## src/rtl/sine_pkg.sv

```systemverilog
// Shared types and constants for the dual-channel sine sequencer.
// Latency: n/a (declarations only).
// Backpressure: n/a.
package sine_pkg;

    // Scheduler states: one frame is S_CH0 then S_CH1; S_DRAIN catches channel 1's last ROM read.
    typedef enum logic [1:0] {
        S_IDLE  = 2'd0,
        S_CH0   = 2'd1,
        S_CH1   = 2'd2,
        S_DRAIN = 2'd3
    } sched_state_t;

    // Quarter-wave quadrant: bit 0 mirrors the ROM address, bit 1 negates the sample.
    typedef logic [1:0] quadrant_t;

    // Offset-binary midscale for a DAC code of the given width.
    function automatic int midscale(input int out_w);
        return 1 << (out_w - 1);
    endfunction

    localparam int MIDSCALE = midscale(10);

endpackage

```

## src/rtl/sine_fold.sv

```systemverilog
// Quarter-wave folding: phase -> ROM address/sign, and ROM data + sign -> DAC code.
// Latency: combinational, zero cycles.
// Backpressure: none; pure function of its inputs.
//
// Ports:
//   phase    : quadrant (2 MSBs) + table index of the channel being issued
//   addr     : folded quarter-wave ROM address
//   neg      : sign of the issued quadrant (registered by the caller until data returns)
//   data_neg : sign belonging to the sample now on data
//   data     : ROM read data
//   code     : offset-binary DAC code
module sine_fold
    import sine_pkg::*;
#(
    parameter int ADDR_W = 7,
    parameter int DATA_W = 9,
    parameter int OUT_W  = 10
) (
    input  logic [ADDR_W+1:0] phase,
    output logic [ADDR_W-1:0] addr,
    output logic              neg,
    input  logic              data_neg,
    input  logic [DATA_W-1:0] data,
    output logic [OUT_W-1:0]  code
);

    localparam logic [OUT_W-1:0] MID = OUT_W'(midscale(OUT_W));

    quadrant_t         quad;
    logic [ADDR_W-1:0] idx;
    logic [OUT_W-1:0]  data_ext;

    assign quad = phase[ADDR_W+1 -: 2];
    assign idx  = phase[ADDR_W-1:0];

    // Odd quadrants run the table backwards: ~idx == (2^ADDR_W - 1) - idx.
    assign addr = quad[0] ? ~idx : idx;
    assign neg  = quad[1];

    assign data_ext = OUT_W'(data);
    assign code     = data_neg ? (MID - data_ext) : (MID + data_ext);

endmodule

```

## src/rtl/sine_dual_sched.sv

```systemverilog
// Two-channel sine sequencer time-sharing one registered quarter-wave ROM.
// Latency: 2 cycles from address issue to DAC code; one sample per channel per 2-cycle frame.
// Backpressure: none; free-running while enable is high, completes the current frame on drop.
//
// Ports:
//   clk, rst_n          : clock, asynchronous active-low reset
//   enable              : run sequencing, sampled at frame boundaries
//   freq0, freq1        : per-channel phase increments, captured on freq_load
//   freq_load, sync     : shadow-load strobe, phase-zero strobe (both act at next frame start)
//   rom_addr, rom_data  : shared ROM port (data one cycle after address)
//   out0/valid0, out1/valid1 : DAC codes with one-cycle update pulses
module sine_dual_sched
    import sine_pkg::*;
#(
    parameter int PHASE_W = 16,
    parameter int ADDR_W  = 7,
    parameter int DATA_W  = 9,
    parameter int OUT_W   = 10
) (
    input  logic               clk,
    input  logic               rst_n,
    input  logic               enable,
    input  logic [PHASE_W-1:0] freq0,
    input  logic [PHASE_W-1:0] freq1,
    input  logic               freq_load,
    input  logic               sync,
    output logic [ADDR_W-1:0]  rom_addr,
    input  logic [DATA_W-1:0]  rom_data,
    output logic [OUT_W-1:0]   out0,
    output logic [OUT_W-1:0]   out1,
    output logic               valid0,
    output logic               valid1
);

    localparam int               IDX_W = ADDR_W + 2;
    localparam logic [OUT_W-1:0] MID   = OUT_W'(midscale(OUT_W));

    sched_state_t       state;
    logic [PHASE_W-1:0] phase0, phase1;
    logic [PHASE_W-1:0] freq0_sh, freq1_sh;
    logic [PHASE_W-1:0] freq1_act;     // channel 1 increment frozen at frame start
    logic               sync_pend;
    logic               neg0, neg1;    // quadrant sign held while the ROM read is in flight
    logic               ch1_inflight;  // rom_data this cycle belongs to channel 1

    logic [PHASE_W-1:0] phase0_eff;
    logic [PHASE_W-1:0] issue_phase;
    logic [ADDR_W-1:0]  fold_addr;
    logic               fold_neg;
    logic [OUT_W-1:0]   fold_code;

    // A pending sync makes this frame start from phase zero.
    assign phase0_eff  = sync_pend ? '0 : phase0;
    assign issue_phase = (state == S_CH1) ? phase1 : phase0_eff;

    sine_fold #(
        .ADDR_W (ADDR_W),
        .DATA_W (DATA_W),
        .OUT_W  (OUT_W)
    ) u_fold (
        .phase    (issue_phase[PHASE_W-1 -: IDX_W]),
        .addr     (fold_addr),
        .neg      (fold_neg),
        .data_neg (ch1_inflight ? neg1 : neg0),
        .data     (rom_data),
        .code     (fold_code)
    );

    assign rom_addr = (state == S_CH0 || state == S_CH1) ? fold_addr : '0;

    always_ff @(posedge clk or negedge rst_n) begin
        if (!rst_n) begin
            state        <= S_IDLE;
            phase0       <= '0;
            phase1       <= '0;
            freq0_sh     <= '0;
            freq1_sh     <= '0;
            freq1_act    <= '0;
            sync_pend    <= 1'b0;
            neg0         <= 1'b0;
            neg1         <= 1'b0;
            ch1_inflight <= 1'b0;
            out0         <= MID;
            out1         <= MID;
            valid0       <= 1'b0;
            valid1       <= 1'b0;
        end else begin
            valid0       <= 1'b0;
            valid1       <= 1'b0;
            ch1_inflight <= (state == S_CH1);

            // Shadows only feed the datapath at frame start, so a load never splits a frame.
            if (freq_load) begin
                freq0_sh <= freq0;
                freq1_sh <= freq1;
            end

            if (state == S_CH0)
                sync_pend <= sync;
            else if (sync)
                sync_pend <= 1'b1;

            case (state)
                S_IDLE: begin
                    if (enable)
                        state <= S_CH0;
                end
                S_CH0: begin
                    phase0    <= phase0_eff + freq0_sh;
                    freq1_act <= freq1_sh;
                    neg0      <= fold_neg;
                    if (sync_pend)
                        phase1 <= '0;
                    state <= S_CH1;
                end
                S_CH1: begin
                    phase1 <= phase1 + freq1_act;
                    neg1   <= fold_neg;
                    out0   <= fold_code;
                    valid0 <= 1'b1;
                    state  <= enable ? S_CH0 : S_DRAIN;
                end
                S_DRAIN: begin
                    state <= enable ? S_CH0 : S_IDLE;
                end
                default: state <= S_IDLE;
            endcase

            if (ch1_inflight) begin
                out1   <= fold_code;
                valid1 <= 1'b1;
            end
        end
    end

endmodule
```

## config.mk

```make
export PLATFORM = sky130hd
export DESIGN_NAME = sine_dual_sched
export DESIGN_NICKNAME = d
export VERILOG_FILES = /design/src/rtl/sine_pkg.sv /design/src/rtl/sine_fold.sv /design/src/rtl/sine_dual_sched.sv
export SDC_FILE = /design/constraint.sdc
export NUM_CORES = 1
export LEC_CHECK = 0
export CAP_MARGIN = 30
export CORE_ASPECT_RATIO = 0.6
export CORE_MARGIN = 2
export CORE_UTILIZATION = 60
export CTS_CLUSTER_DIAMETER = 50
export DETAILED_ROUTE_END_ITERATION = 7
export MAX_ROUTING_LAYER = met4
export PLACE_DENSITY = 0.85
export RECOVER_POWER = 50
export SYNTH_ARGS = -nofsm -noshare
export SYNTH_HDL_FRONTEND = slang
export SYNTH_SLANG_ARGS = --single-unit
```

## constraint.sdc

```tcl
create_clock -name clk -period 6.8 [get_ports clk]
set_input_delay 1.7 -clock clk [delete_from_list [all_inputs] [get_ports clk]]
set_output_delay 1.7 -clock clk [all_outputs]
set_load 0.02 [all_outputs]
```

# Yosys cells after proc, flatten, opt, wreduce, memory -nomap -nowiden
# Index checks and enable logic that the tools add are counted.
[totals] regBits=108 input_bits=46 output_inout_bits=29 elab_cells=45
[op_classes] add_sub_neg=4 n_eq_ne=5 mux=16 bitwise=1 reduce_logical=5
[op_table] op="$mux W16" count=3
[op_table] op="$add A16 B16 Y16" count=2
[op_table] op="$pmux W16 S2" count=1
[op_table] op="$mux W7" count=2
[op_table] op="$add A10 B9 Y10 const A" count=1
[op_table] op="$mux W10" count=1
[op_table] op="$sub A10 B9 Y10 const A" count=1
[op_table] op="$pmux W2 S4" count=1
[op_table] op="$not A7 Y7" count=1
[op_table] op="$mux W1" count=6
[op_table] op="$eq A2 B2 Y1 const B" count=2
[op_table] op="$mux W2" count=2
[op_table] op="$ne A2 B2 Y1 const B" count=2
[op_table] op="$reduce_bool A2 Y1" count=2
[op_table] op="$eq A2 B1 Y1 const B" count=1
[op_table] op="$logic_not A2 Y1" count=1
[op_table] op="$reduce_and A2 Y1" count=1
[op_table] op="$logic_or A1 B1 Y1" count=1

# Depth between registers and ports, before layout
[logic_depth] word_depth=5 ltp_mapped=11 depth_no_buf=10

# Hierarchy
# A second synthesis with hierarchy kept.
[hier_totals] cells_unflattened=524 hier_area_um2=5945.7
[modules_own_cells] module="sine_dual_sched" n_inst=1 cells_each=490 area_each_um2=5690.5 seq_area_each_um2=2680.1
[modules_own_cells] module="sine_fold" n_inst=1 cells_each=34 area_each_um2=255.2 seq_area_each_um2=0.0

# Worst setup path before layout
# OpenSTA, ideal clock, no wires.
[synth_path] path_kind="register to output" from="reg state[0]" to="out rom_addr[0]" arrival_time_ns=1.873 required_ns=5.100 setup_slack_ns=3.227 path_stages_with_launch=7 path_buffers=1 cell_sequence="dfrtp_1 inv_1 ha_1 clkbuf_1 mux2i_2 xor2_1 and2_1"
[synth_via] elab_chain_cells=5 elab_cells_between_ends=7 cone_classes="eq/ne: 2; mux: 3; bitwise: 1; reduce/logical: 1"
[synth_lines] item="start, declared" line="sine_dual_sched.sv:38" text="sched_state_t state;"
[synth_lines] item="start signal, assigned" line="sine_dual_sched.sv:121" text="state <= enable ? S_CH0 : S_DRAIN;"
[synth_lines] item="start signal, assigned" line="sine_dual_sched.sv:124" text="state <= enable ? S_CH0 : S_IDLE;"
[synth_lines] item="$eq A2 B2 Y1" line="sine_dual_sched.sv:54, sine_dual_sched.sv:69"
[synth_lines] item="$mux W16" line="sine_dual_sched.sv:54" text="assign issue_phase = (state == S_CH1) ? phase1 : phase0_eff;"
[synth_lines] item="$not A7 Y7" line="sine_fold.sv:37" text="assign addr = quad[0] ? ~idx : idx;"
[synth_lines] item="$mux W7" line="sine_fold.sv:37"
[synth_lines] item="$mux W7 (*)" line="sine_dual_sched.sv:69" text="assign rom_addr = (state == S_CH0 || state == S_CH1) ? fold_addr : '0;"
[synth_lines] item="end, declared" line="sine_dual_sched.sv:27" text="output logic [ADDR_W-1:0] rom_addr,"
# Every way passes the cells marked *; elsewhere a longest branch is shown, timed or not.

# Final worst setup path
[layout_path] from="reg state[0]" to="out rom_addr[2]"
# The elaborated chain is that of the path after synthesis.

==> results.cfg <==
[yosys]
async_flop_share_pct = 100
yosys_warnings = 0
yosys.area_share.simple_pct = 10.4
area_share_of_the_leading_cell_type_in_the_synthesized_netlist_pct = 44.0
synth-seq-cells = 107
synthMuxAreaShare_pct = 13.9
complex_gate_fraction_of_the_synthesized_area_pct = 14.8
sequential_cell_area_fraction_in_the_yosys_report_pct = 44.9
synth_top_family_by_area = compound AO/OA/AOI/OAI gates
postSynthNetCount = 643
yosys.area_share.adder_pct = 8.22
synthCells = 559
dominantRegCellSynth = dfrtp_1
synth_area_um2 = 5970
main_area_contributors_after_synthesis = dfrtp_1 44%, mux2_2 12%, ha_1 7.6%
synth-edff-count = 0
avgSynthCellArea_um2 = 10.7
post_synth_xor_area_fraction_pct = 5.43
synth.lib_cells_used.distinct = 55
yosysTopAreaCell = dfrtp_1

[clocking]
worstSkewPairLatency_ns = 0.35
tritoncts = done
post_cts_buffers = 0
clock-root-buffer = clkbuf_16
numCtsBuffers = 9
clk_pin_slew_ns = 0.07
cts_max_path_buffers = 2
post_cts.resized_instances = 0
numClockSinks = 107
hold_buffers = 0
ctsHtreeMaxLevel = 3

[die]
io_pins = 75
initial_core_util_pct = 61.0
placeableCoreArea_um2 = 9770
die_h_um = 81.2
core.rowCount = 28
dieArea_um2 = 10800
floorplan.die.width_um = 133

[detailed_routing]
postRouteWirelength_um = 13400
wl_per_cell_um = 17.4
route.vias.total = 4575
drt_drc_violations_left = 0
ant_nets = 0
drtPass1Iterations = 5
detail_route.iter0.violations = 446
route.detailed.vias_per_inst = 5.94

[critical_path]
endpoint = rom_addr[2]
critical_path_arrival_ns = 3.66
reg2reg_setup_slack_ns = 3.07
worstSetupStartpoint = state[0]$_DFFE_PN0P_
worst_setup_path_start_kind = flop
crit_slowest_cell = clkbuf_1
worstSetupEndpointType = primary output
crit_path_max_fanout = 34
rr_endpoint = phase1[15]$_DFFE_PN0P_
worst-setup-path-type = flop to primary output
timing.critical_path.slowest_cell_delay_ns = 1.17
r2r_cells = 6
r2r-start = state[1]$_DFFE_PN0P_
timing.critical_path.required_ns = 5.10
crit_chain = inv_1 -> ha_1 -> clkbuf_1 -> mux2i_1 -> xor2_1 -> and2_1 -> clkdlybuf4s50_1

[cells_and_area]
layout.cells.non_filler = 770
insertedDiodeCount = 0
layout_cells_sized_above_1_pct = 14.8
finish.instance_area_um2 = 7130
area_growth_syn_to_layout_pct = 19.6
final_nets = 714
final_cell_mix = 105 x dfrtp_1, 69 x clkdlybuf4s50_1, 60 x mux2_2
fillers = 673
final_common_cell = dfrtp_1

[power_and_ir_drop]
total_power_uw = 3310
static_leakage_uw = 0.00307
p_per_area_nw_per_um2 = 464
power.ir.vdd_worst_mv = 0.223

[place]
detailed_place.area_um2 = 6830
hpwlAfterDp_um = 9620
port-buffer-count = 74
post-place-cells = 753
gp_congestion = 0.975

[sta]
final_max_slew_viol_count = 218
relSlewSlack_pct = -59.4
tightest_slew_ns = 2.39
skew_ns = 0.00459
setup-tns-final_ns = 0
unrepaired_setup_endpoints_after_global_routing = false
final_hold_viol_count = 0
maxClockFrequency_mhz = 186
timing.final.setup_violations = 0
min_period_ns = 5.36
min_period_over_period_pct = 78.9

[global_route]
maximum_number_of_pins_on_one_net_before_global_route_repair = 65
gr-total-overflow = 0
grt_first_pass_wirelength_um = 22500
first_global_vias = 4490
number_of_antenna_violations_at_the_first_check_in_global_routing = 0
grt_usage_pct = 27.3

[hold_path]
timing.hold.worst.class = flop to flop

[run]
drv_cap = 5

[status]
outcome = complete, but fails checks
violations_in_the_final_reports = max-capacitance violations, max-slew violations
==> final cells by class <==
class	instances	area, um2	share of cell area [%]
sequential	107	2680	37.6
clock buffer	10	229	3.21
clock inverter	6	87.6	1.23
multi-input combinational	416	3150	44.1
tap	135	169	2.37
timing repair buffer	80	762	10.7
inverter	16	60.1	0.842
==> registers in the layout (all words and copies together), names as in the netlist <==
| name | cells |
|---|---|
| valid1 | 1 |
| phase1 | 16 |
| neg0 | 1 |
| sync_pend | 1 |
| state | 2 |
| freq0_sh | 16 |
| out1 | 10 |
| neg1 | 1 |
| freq1_sh | 16 |
| ch1_inflight | 1 |
| out0 | 10 |
| freq1_act | 16 |
| phase0 | 16 |
==> metal layers <==
layer / vias up / wire length [um] / global-route usage (%) / share of wire, %
met4: 0 / 147 / 6.45 / 1.1
met2: 186 / 6000 / 41.9 / 45
met5: - / 0 / - / 0
met3: 20 / 949 / 6.37 / 7.1
met1: 2235 / 6270 / 37.3 / 47
li1: 2134 / - / - / -
==> worst min-delay path by stage <==
stage	start	endpoint	slack (ns)	cells after the start
floorplan	phase0[12]$_DFFE_PN0P_	phase0[12]$_DFFE_PN0P_	0.45	2
global placement	freq1_sh[1]$_DFFE_PN0P_	freq1_act[1]$_DFFE_PN0P_	0.47	2
detailed placement	freq1_sh[1]$_DFFE_PN0P_	freq1_act[1]$_DFFE_PN0P_	0.48	2
CTS	freq1_sh[1]$_DFFE_PN0P_	freq1_act[1]$_DFFE_PN0P_	0.50	2
global route	phase0[5]$_DFFE_PN0P_	phase0[5]$_DFFE_PN0P_	0.52	1
finish	freq1_sh[1]$_DFFE_PN0P_	freq1_act[1]$_DFFE_PN0P_	0.49	2
==> worst max-delay path, delay by kind of cell (launching register included) <==
| family | cells | cell delay, ns |
|---|---|---|
| buffers and inverters | 3 | 1.97 |
| adder cells (fa/ha/maj) | 1 | 0.23 |
| multiplexers | 1 | 0.38 |
| XOR/XNOR | 1 | 0.16 |
| AND/OR/NAND/NOR | 1 | 0.14 |
| flip-flops | 1 | 0.44 |
==> synthesized netlist by cell type, types with 4 or more instances <==
| master | count |
|---|---|
| xnor2_1 | 20 |
| mux2_2 | 61 |
| nand2b_1 | 5 |
| nor2_1 | 37 |
| mux2i_1 | 13 |
| ha_1 | 36 |
| a21o_1 | 9 |
| buf_1 | 7 |
| o21bai_1 | 5 |
| inv_1 | 16 |
| nor2b_1 | 16 |
| a211oi_1 | 5 |
| and2_1 | 8 |
| nor3_1 | 9 |
| dfrtp_1 | 105 |
| a31oi_1 | 4 |
| nand2_1 | 39 |
| xor2_1 | 17 |
| clkbuf_1 | 10 |
| o21ai_0 | 29 |
| a21oi_1 | 53 |
| o211ai_1 | 4 |
==> cell families after synthesis <==
logic type,count (synthesis)
compound gates,136
xor+xnor,37
fa+ha+maj,38
buf+inv,36
flops,107
mux,75
simple gates,130
==> report_power, final <==
part	switching (uW)	internal (uW)	leakage (uW)
sequential	182	869	0.00126
clock	231	324	0.000157
combinational	916	792	0.00165
total	1330	1980	0.00307
==> per-stage QoR <==
step	worst slack [ns]	util, %	hold WS [ns]
floorplan	3.23	-	0.448
global placement	2.77	69.9	0.467
detailed placement	2.68	69.9	0.483
CTS	2.29	73.1	0.500
global route	1.14	73.0	0.520
finish	1.44	73.0	0.494
Power figures use the tool's default switching activity.
